`src/rtl/vga_sync_monitor.sv`:
```
// Receive-side VGA timing checker: measures hsync/vsync period and pulse widths on
// pixel-enable cycles and tracks lock against the expected video mode.
module vga_sync_monitor #(
   parameter int H_TOTAL     = 800,
   parameter int H_SYNC      = 96,
   parameter int V_TOTAL     = 525,
   parameter int V_SYNC      = 2,
   parameter int LOCK_FRAMES = 2,
   parameter int CW          = 12
) (
   input  logic          clk,
   input  logic          reset,
   input  logic          en,
   input  logic          hsync,
   input  logic          vsync,
   output logic [CW-1:0] h_total,
   output logic [CW-1:0] h_sync_w,
   output logic [CW-1:0] v_total,
   output logic [CW-1:0] v_sync_w,
   output logic          locked,
   output logic          lock_err,
   output logic [15:0]   frame_cnt
);

   localparam logic [CW-1:0] CNT_MAX   = '1;
   localparam logic [CW-1:0] H_TOTAL_C = CW'(H_TOTAL);
   localparam logic [CW-1:0] H_SYNC_C  = CW'(H_SYNC);
   localparam logic [CW-1:0] V_TOTAL_C = CW'(V_TOTAL);
   localparam logic [CW-1:0] V_SYNC_C  = CW'(V_SYNC);
   localparam logic [7:0]    LOCK_C    = 8'(LOCK_FRAMES);

   localparam logic [1:0] ST_UNLOCK  = 2'd0;
   localparam logic [1:0] ST_MEASURE = 2'd1;
   localparam logic [1:0] ST_LOCKED  = 2'd2;

   logic          hs_q, hs_d, vs_q, vs_d;
   logic [CW-1:0] pix_q, pix_d, hsw_q, hsw_d, line_q, line_d, vsw_q, vsw_d;
   logic [CW-1:0] h_total_q, h_total_d, h_sync_w_q, h_sync_w_d;
   logic [CW-1:0] v_total_q, v_total_d, v_sync_w_q, v_sync_w_d;
   logic [15:0]   frame_cnt_q, frame_cnt_d;
   logic [1:0]    state_q, state_d;
   logic [7:0]    match_cnt_q, match_cnt_d;
   logic          lock_err_q, lock_err_d;

   logic          hs_fall, hs_rise, vs_fall, vs_rise;
   logic [CW-1:0] pix_len, line_inc, vsw_inc, h_meas;
   logic          frame_match, line_bad;

   function automatic logic [CW-1:0] sat_inc(input logic [CW-1:0] v);
      return (v == CNT_MAX) ? v : v + 1'b1;
   endfunction

   assign hs_fall = en && hs_q && !hsync;
   assign hs_rise = en && !hs_q && hsync;
   assign vs_fall = en && vs_q && !vsync;
   assign vs_rise = en && !vs_q && vsync;

   // Length of the line ending now (includes the edge cycle itself).
   assign pix_len  = sat_inc(pix_q);
   assign line_inc = hs_fall ? sat_inc(line_q) : line_q;
   assign vsw_inc  = (hs_fall && !vsync) ? sat_inc(vsw_q) : vsw_q;
   assign h_meas   = hs_fall ? pix_len : h_total_q;

   // Pulse widths use the values held before this cycle; the line count includes this cycle's line.
   assign frame_match = (h_meas == H_TOTAL_C) && (h_sync_w_q == H_SYNC_C) &&
                        (line_inc == V_TOTAL_C) && (v_sync_w_q == V_SYNC_C);
   assign line_bad    = hs_fall && (pix_len != H_TOTAL_C);

   always_comb begin
      hs_d        = hs_q;
      vs_d        = vs_q;
      pix_d       = pix_q;
      hsw_d       = hsw_q;
      line_d      = line_q;
      vsw_d       = vsw_q;
      h_total_d   = h_total_q;
      h_sync_w_d  = h_sync_w_q;
      v_total_d   = v_total_q;
      v_sync_w_d  = v_sync_w_q;
      frame_cnt_d = frame_cnt_q;

      if (en) begin
         hs_d  = hsync;
         vs_d  = vsync;
         pix_d = hs_fall ? '0 : pix_len;
      end
      if (hs_fall) begin
         h_total_d = pix_len;
      end

      if (hs_fall) begin
         hsw_d = '0;
      end else if (hs_rise) begin
         h_sync_w_d = sat_inc(hsw_q);
         hsw_d      = '0;
      end else if (en && !hsync) begin
         hsw_d = sat_inc(hsw_q);
      end

      if (vs_fall) begin
         v_total_d   = line_inc;
         line_d      = '0;
         frame_cnt_d = frame_cnt_q + 16'd1;
      end else begin
         line_d = line_inc;
      end

      if (vs_rise) begin
         v_sync_w_d = vsw_inc;
         vsw_d      = '0;
      end else begin
         vsw_d = vsw_inc;
      end
   end

   always_comb begin
      state_d     = state_q;
      match_cnt_d = match_cnt_q;
      lock_err_d  = 1'b0;
      case (state_q)
         ST_UNLOCK: begin
            // The first frame end after reset only opens a measurement window.
            if (vs_fall) begin
               state_d     = ST_MEASURE;
               match_cnt_d = '0;
            end
         end
         ST_MEASURE: begin
            if (vs_fall) begin
               if (!frame_match) begin
                  match_cnt_d = '0;
               end else if (match_cnt_q + 8'd1 == LOCK_C) begin
                  state_d     = ST_LOCKED;
                  match_cnt_d = '0;
               end else begin
                  match_cnt_d = match_cnt_q + 8'd1;
               end
            end
         end
         ST_LOCKED: begin
            if (line_bad || (vs_fall && !frame_match)) begin
               state_d     = ST_MEASURE;
               match_cnt_d = '0;
               lock_err_d  = 1'b1;
            end
         end
         default: begin
            state_d     = ST_UNLOCK;
            match_cnt_d = '0;
         end
      endcase
   end

   always_ff @(posedge clk) begin
      if (reset) begin
         hs_q        <= 1'b1;
         vs_q        <= 1'b1;
         pix_q       <= '0;
         hsw_q       <= '0;
         line_q      <= '0;
         vsw_q       <= '0;
         h_total_q   <= '0;
         h_sync_w_q  <= '0;
         v_total_q   <= '0;
         v_sync_w_q  <= '0;
         frame_cnt_q <= '0;
         state_q     <= ST_UNLOCK;
         match_cnt_q <= '0;
         lock_err_q  <= 1'b0;
      end else begin
         hs_q        <= hs_d;
         vs_q        <= vs_d;
         pix_q       <= pix_d;
         hsw_q       <= hsw_d;
         line_q      <= line_d;
         vsw_q       <= vsw_d;
         h_total_q   <= h_total_d;
         h_sync_w_q  <= h_sync_w_d;
         v_total_q   <= v_total_d;
         v_sync_w_q  <= v_sync_w_d;
         frame_cnt_q <= frame_cnt_d;
         state_q     <= state_d;
         match_cnt_q <= match_cnt_d;
         lock_err_q  <= lock_err_d;
      end
   end

   assign h_total   = h_total_q;
   assign h_sync_w  = h_sync_w_q;
   assign v_total   = v_total_q;
   assign v_sync_w  = v_sync_w_q;
   assign frame_cnt = frame_cnt_q;
   assign locked    = (state_q == ST_LOCKED);
   assign lock_err  = lock_err_q;

endmodule
```
`config.mk`:
```
export PLATFORM = sky130hd
export DESIGN_NAME = vga_sync_monitor
export DESIGN_NICKNAME = d
export VERILOG_FILES = /design/src/rtl/vga_sync_monitor.sv
export SDC_FILE = /design/constraint.sdc
export NUM_CORES = 1
export LEC_CHECK = 0
export CORE_ASPECT_RATIO = 0.6
export CORE_MARGIN = 3
export CORE_UTILIZATION = 35
export DETAILED_ROUTE_END_ITERATION = 7
export DONT_BUFFER_PORTS = 1
export HOLD_SLACK_MARGIN = 0.08
export PLACE_DENSITY_LB_ADDON = 0.05
export SYNTH_ARGS = -nofsm -noshare
export SYNTH_HDL_FRONTEND = slang
export SYNTH_SLANG_ARGS = --single-unit
```
`constraint.sdc`:
```
create_clock -name clk -period 4.1 [get_ports clk]
set_input_delay 1.23 -clock clk [delete_from_list [all_inputs] [get_ports clk]]
set_output_delay 1.23 -clock clk [all_outputs]
set_load 0.02 [all_outputs]
```
Word-level counts from Yosys, hierarchy flattened --
Index checks and enable logic that the tools add are counted.
Cells by class: reductions and logical operators 29, $add $sub $neg 6, bitwise logic cells 2, mux-type cells 21, equality and inequality tests 17
Operators with widths (number):
- $mux W12 | 8
- $add A12 B1 Y12 const B | 4
- $eq A12 B12 Y1 const B | 4
- $mux W8 | 5
- $eq A12 B10 Y1 const B | 2
- $pmux W8 S3 | 1
- $add A16 B1 Y16 const B | 1
- $logic_and A1 B1 Y1 | 15
- $eq A12 B2 Y1 const B | 1
- $eq A12 B7 Y1 const B | 1
- $ne A12 B10 Y1 const B | 1
- $mux W2 | 5
- $add A8 B1 Y8 const B | 1
- $eq A8 B2 Y1 const B | 1
- $ne A2 B2 Y1 const B | 4
- $pmux W2 S3 | 1
- $reduce_or A2 Y1 | 3
- $logic_not A1 Y1 | 5
- $reduce_and A5 Y1 | 1
- $reduce_and A3 Y1 | 1
- $reduce_or A3 Y1 | 1
- $eq A2 B1 Y1 const B | 1
- $eq A2 B2 Y1 const B | 1
- $logic_not A2 Y1 | 1
- other kinds (5) | 6
Word-level totals: bits of input ports 5, flip-flop bits (word level) 125

Longest topological paths before layout --
depth in word-level cells 12, depth in mapped cells 11, mapped depth without buffers 9

Worst setup path after synthesis --
Ideal clock, no wire load.
path kind in2reg, from in en, to reg match_cnt_q[1], setup time 72 ps, path slack 729 ps, stages 11, buffers on the path 3, data arrival time 3300 ps, cells stage by stage buf_2 > and3b_1 > buf_4 > buf_6 > nand3_2 > o32ai_2 > nand3b_1 > nor4_2 > nand4_2 > or4b_1 > mux2i_1
On the way: cells in the longest elaborated chain, start to end 12
Ends and longest elaborated chain:
- start, declared | line 13 | input logic en,
- $logic_and A1 B1 Y1 (2 in series) | line 53 | assign hs_fall = en && hs_q && !hsync;
- $mux W12
- $eq A12 B10 Y1 | line 65 | assign frame_match = (h_meas == H_TOTAL_C) && (h_sync_w_q == H_SYNC_C) &&
- $logic_and A1 B1 Y1 (2 in series) | line 65
- $logic_and A1 B1 Y1 | line 66 | (line_inc == V_TOTAL_C) && (v_sync_w_q == V_SYNC_C);
- $logic_not A1 Y1 | line 141 | if (line_bad || (vs_fall && !frame_match)) begin
- $logic_and A1 B1 Y1 | line 141
- $logic_or A1 B1 Y1 | line 141
- $ne A2 B1 Y1 (no source line)
- $reduce_and A3 Y1 (no source line)
- end signal, assigned | line 183 | match_cnt_q <= match_cnt_d;
- end, declared | line 42 | logic [7:0] match_cnt_q, match_cnt_d;
Parallel ways exist; a longest one is shown, timed or not. The select of a mux whose other input is x is not followed. A chain may end at the register's enable or synchronous reset.

Worst setup path after layout --
from reg pix_q[0], to reg match_cnt_q[0]
On the way: cells in the longest elaborated chain, start to end 12
Ends and longest elaborated chain:
- start, declared | line 37 | logic [CW-1:0] pix_q, pix_d, hsw_q, hsw_d, line_q, line_d, vsw_q, vsw_d;
- start signal, assigned | line 173 | pix_q <= pix_d;
- $add A12 B1 Y12 / $eq A12 B12 Y1 (equally long branches) | line 50 | return (v == CNT_MAX) ? v : v + 1'b1;
- $mux W12 (*) | line 50
- $mux W12
- $eq A12 B10 Y1 | line 65
- $logic_and A1 B1 Y1 (2 in series) | line 65
- $logic_and A1 B1 Y1 | line 66
- $logic_not A1 Y1 | line 141
- $logic_and A1 B1 Y1 | line 141
- $logic_or A1 B1 Y1 | line 141
- $ne A2 B1 Y1 (no source line)
- $reduce_and A3 Y1 (no source line)
Mark *: on every way between the ends. The rest lies on a longest branch, timed or not. The select of a mux whose other input is x is not followed.

==> impl_metrics.yaml <==
flow_run:
  cap_violations: 0
die:
  num_io_pins: 71
  die_height_um: 109
  num_rows: 36
  die_area_sq_um: 19300
  core_sq_um: 16800
  die_w_um: 177
  initial_utilization_pct: 36.9
placed_design:
  place_ws_ns: 0.373
  place_area_sq_um: 6330
  hpwl_um: 12500
  io_buffers: 0
  dp.cells: 949
  gp_congestion: 0.851
yosys:
  syn_area_sq_um: 6180
  ys_top_cells_by_area: "dfxtp_1 (41%), nor2_1 (6.4%), nand2_1 (5.0%), xor2_1 (3.7%), a21oi_1 (3.5%)"
  syn_nets: 767
  synth-seq-area-share_pct: 40.5
  synthArstFlopShare_pct: 0
  ys.flop_type: "dfxtp_1"
  syn_avg_cell_area_sq_um: 8.18
  synth_cells: 755
  synth_edf_count: 0
  ys_ff_latch: 125
  ys_types: 68
  yosysTopAreaCell: "dfxtp_1"
  synth_top_area_share_pct: 40.5
  yosysWarnings: 0
worst_setup_path:
  path_class: "reg2reg"
  cp_max_fo: 9
  cp_data_required_time_ns: 4.46
  endpoint_kind: "flip-flop"
  cp.arrival_ns: 3.83
  start_kind: "flip-flop"
grt:
  grt_pass1_wl_um: 27100
  grt_usage_pct: 17.9
  grt_overflow: 0
  grt_max_degree: 72
  antenna_found_initial: 0
  grt_pass1_vias: 4770
clock_tree:
  worstSkewPairLatency_ns: 0.42
  clock_path_buffers: 2
  cts_resized: 0
  cts-root-buf: "clkbuf_16"
  htreeDepth: 4
  path_clk_slew_ns: 0.06
  cts_buffers: 17
  clock_sinks: 125
  cts.hold.buffers_added: 0
  postCtsSetupBuffers: 0
  cts_tree: "built"
layout:
  final_cell_area_sq_um: 6850
  syn_to_final_growth_pct: 10.9
  fin_nets: 752
  layout_common_cells: "dfxtp_1 (125), nor2_1 (106), nand2_1 (82), a21oi_1 (43), o21ai_0 (38)"
  instances_no_fill: 978
  n_antenna_cell: 0
  filler_cell_count: 1708
  final_common_cell: "dfxtp_1"
  drive_above_1_share_pct: 7.20
  fin_util_pct: 40.9
sta:
  drv_slew: 0
  min_period_ns: 3.47
  hold_slack_ns: 0.492
  skew_ns: 0.0129
  fmax_mhz: 288
  max-slew-margin-rel_pct: 35.4
  final_hold_viol_count: 0
  rsz0062_at_grt: "false"
  setup_viol: 0
  worstMarginPinSlew_ns: 0.969
  tns_ns: 0
  worst_slack_ns: 0.628
  min_period_over_period_pct: 84.7
detailed_routing:
  finalWirelength_um: 17000
  via_per_inst: 5.44
  drc_errors: 0
  wl_per_cell_um: 17.4
  firstDrtPassIters: 4
  vias: 5324
  antenna_left: 0
  drtIter0Drc: 495
worst_hold_path:
  holdCritPathClass: "reg2reg"
power:
  p_leak_nw: 2.40
  p_per_area_nw_per_um2: 393
  peakVddDrop_v: 0.000244
  power.total_mw: 2.69
status:
  status: "finished, final reports clean"
kinds of logic (layout without fill, tap and decap cells):
| kind of cell | count (synthesis) | in the layout | synth area share (%) |
|---|---|---|---|
| AO/OA/AOI/OAI | 154 | 154 | 16.4 |
| buffers and inverters | 52 | 47 | 3.65 |
| flip-flops | 125 | 125 | 40.5 |
| adder cells (fa/ha/maj) | 7 | 7 | 1.42 |
| AND/OR/NAND/NOR | 360 | 360 | 29.7 |
| XOR/XNOR | 45 | 45 | 6.38 |
| multiplexers | 12 | 12 | 1.94 |
final timing paths:
check,from,to,slack (ns),cells past startpoint
max,pix_q[0],match_cnt_q[0],0.63,10
min reg2reg,hsw_q[1],hsw_q[1],0.49,2
max reg2reg,pix_q[0],match_cnt_q[0],0.63,10
min,hsw_q[1],hsw_q[1],0.49,2
Yosys cell counts (15+ instances only):
cell type	instances
nor2_1	106
nand2b_1	15
clkbuf_1	24
nor4_1	18
nand4_1	20
nand2_1	82
xor2_1	26
xnor2_1	19
a21oi_1	43
nand3_1	34
dfxtp_1	125
o21ai_0	38
nor3_1	16
flip-flops by register name, summed over array words and instances (netlist names):
signal,cells
match_cnt_q,8
hsw_q,12
h_total,12
vs_q,1
vsw_q,12
state_q,2
hs_q,1
line_q,12
h_sync_w,12
lock_err,1
pix_q,12
v_sync_w,12
v_total,12
frame_cnt,16
power breakdown:
part           internal, mW  total (mW)  switching [mW]
logic                0.0363       0.104          0.0673
clock network         0.804        1.33           0.529
registers              1.23        1.26          0.0277
total                  2.07        2.69           0.624
metal layers:
metal | GRT usage [%] | vias to the layer above | routed length, um
li1 | - | 2679 | -
met4 | 4.76 | 0 | 125
met3 | 4.84 | 9 | 1020
met5 | 0 | - | 0
met2 | 21.8 | 139 | 6300
met1 | 29.4 | 2497 | 9550
critical path, stage by stage, from the launching register on:
cell and delay (ns):
dfxtp_1 0.52, ha_1 0.34, and3_1 0.33, nand3_1 0.11
buf_4 0.18, xnor2_1 0.33, nand2_1 0.11, o31ai_2 0.35
nand4_1 0.49, o21ai_2 0.47, a22o_1 0.19
final cells by class:
cell class | instances | area (sq um) | share of cell area [%]
well taps | 228 | 285 | 4.16
flip-flops and latches | 125 | 2500 | 36.5
inverters | 10 | 37.5 | 0.548
clock inverters | 7 | 42.5 | 0.621
multi-input cells | 578 | 3450 | 50.3
clock buffers | 22 | 474 | 6.92
repair buffers | 8 | 60.1 | 0.877
No activity file was read; power rests on OpenSTA's default activity.
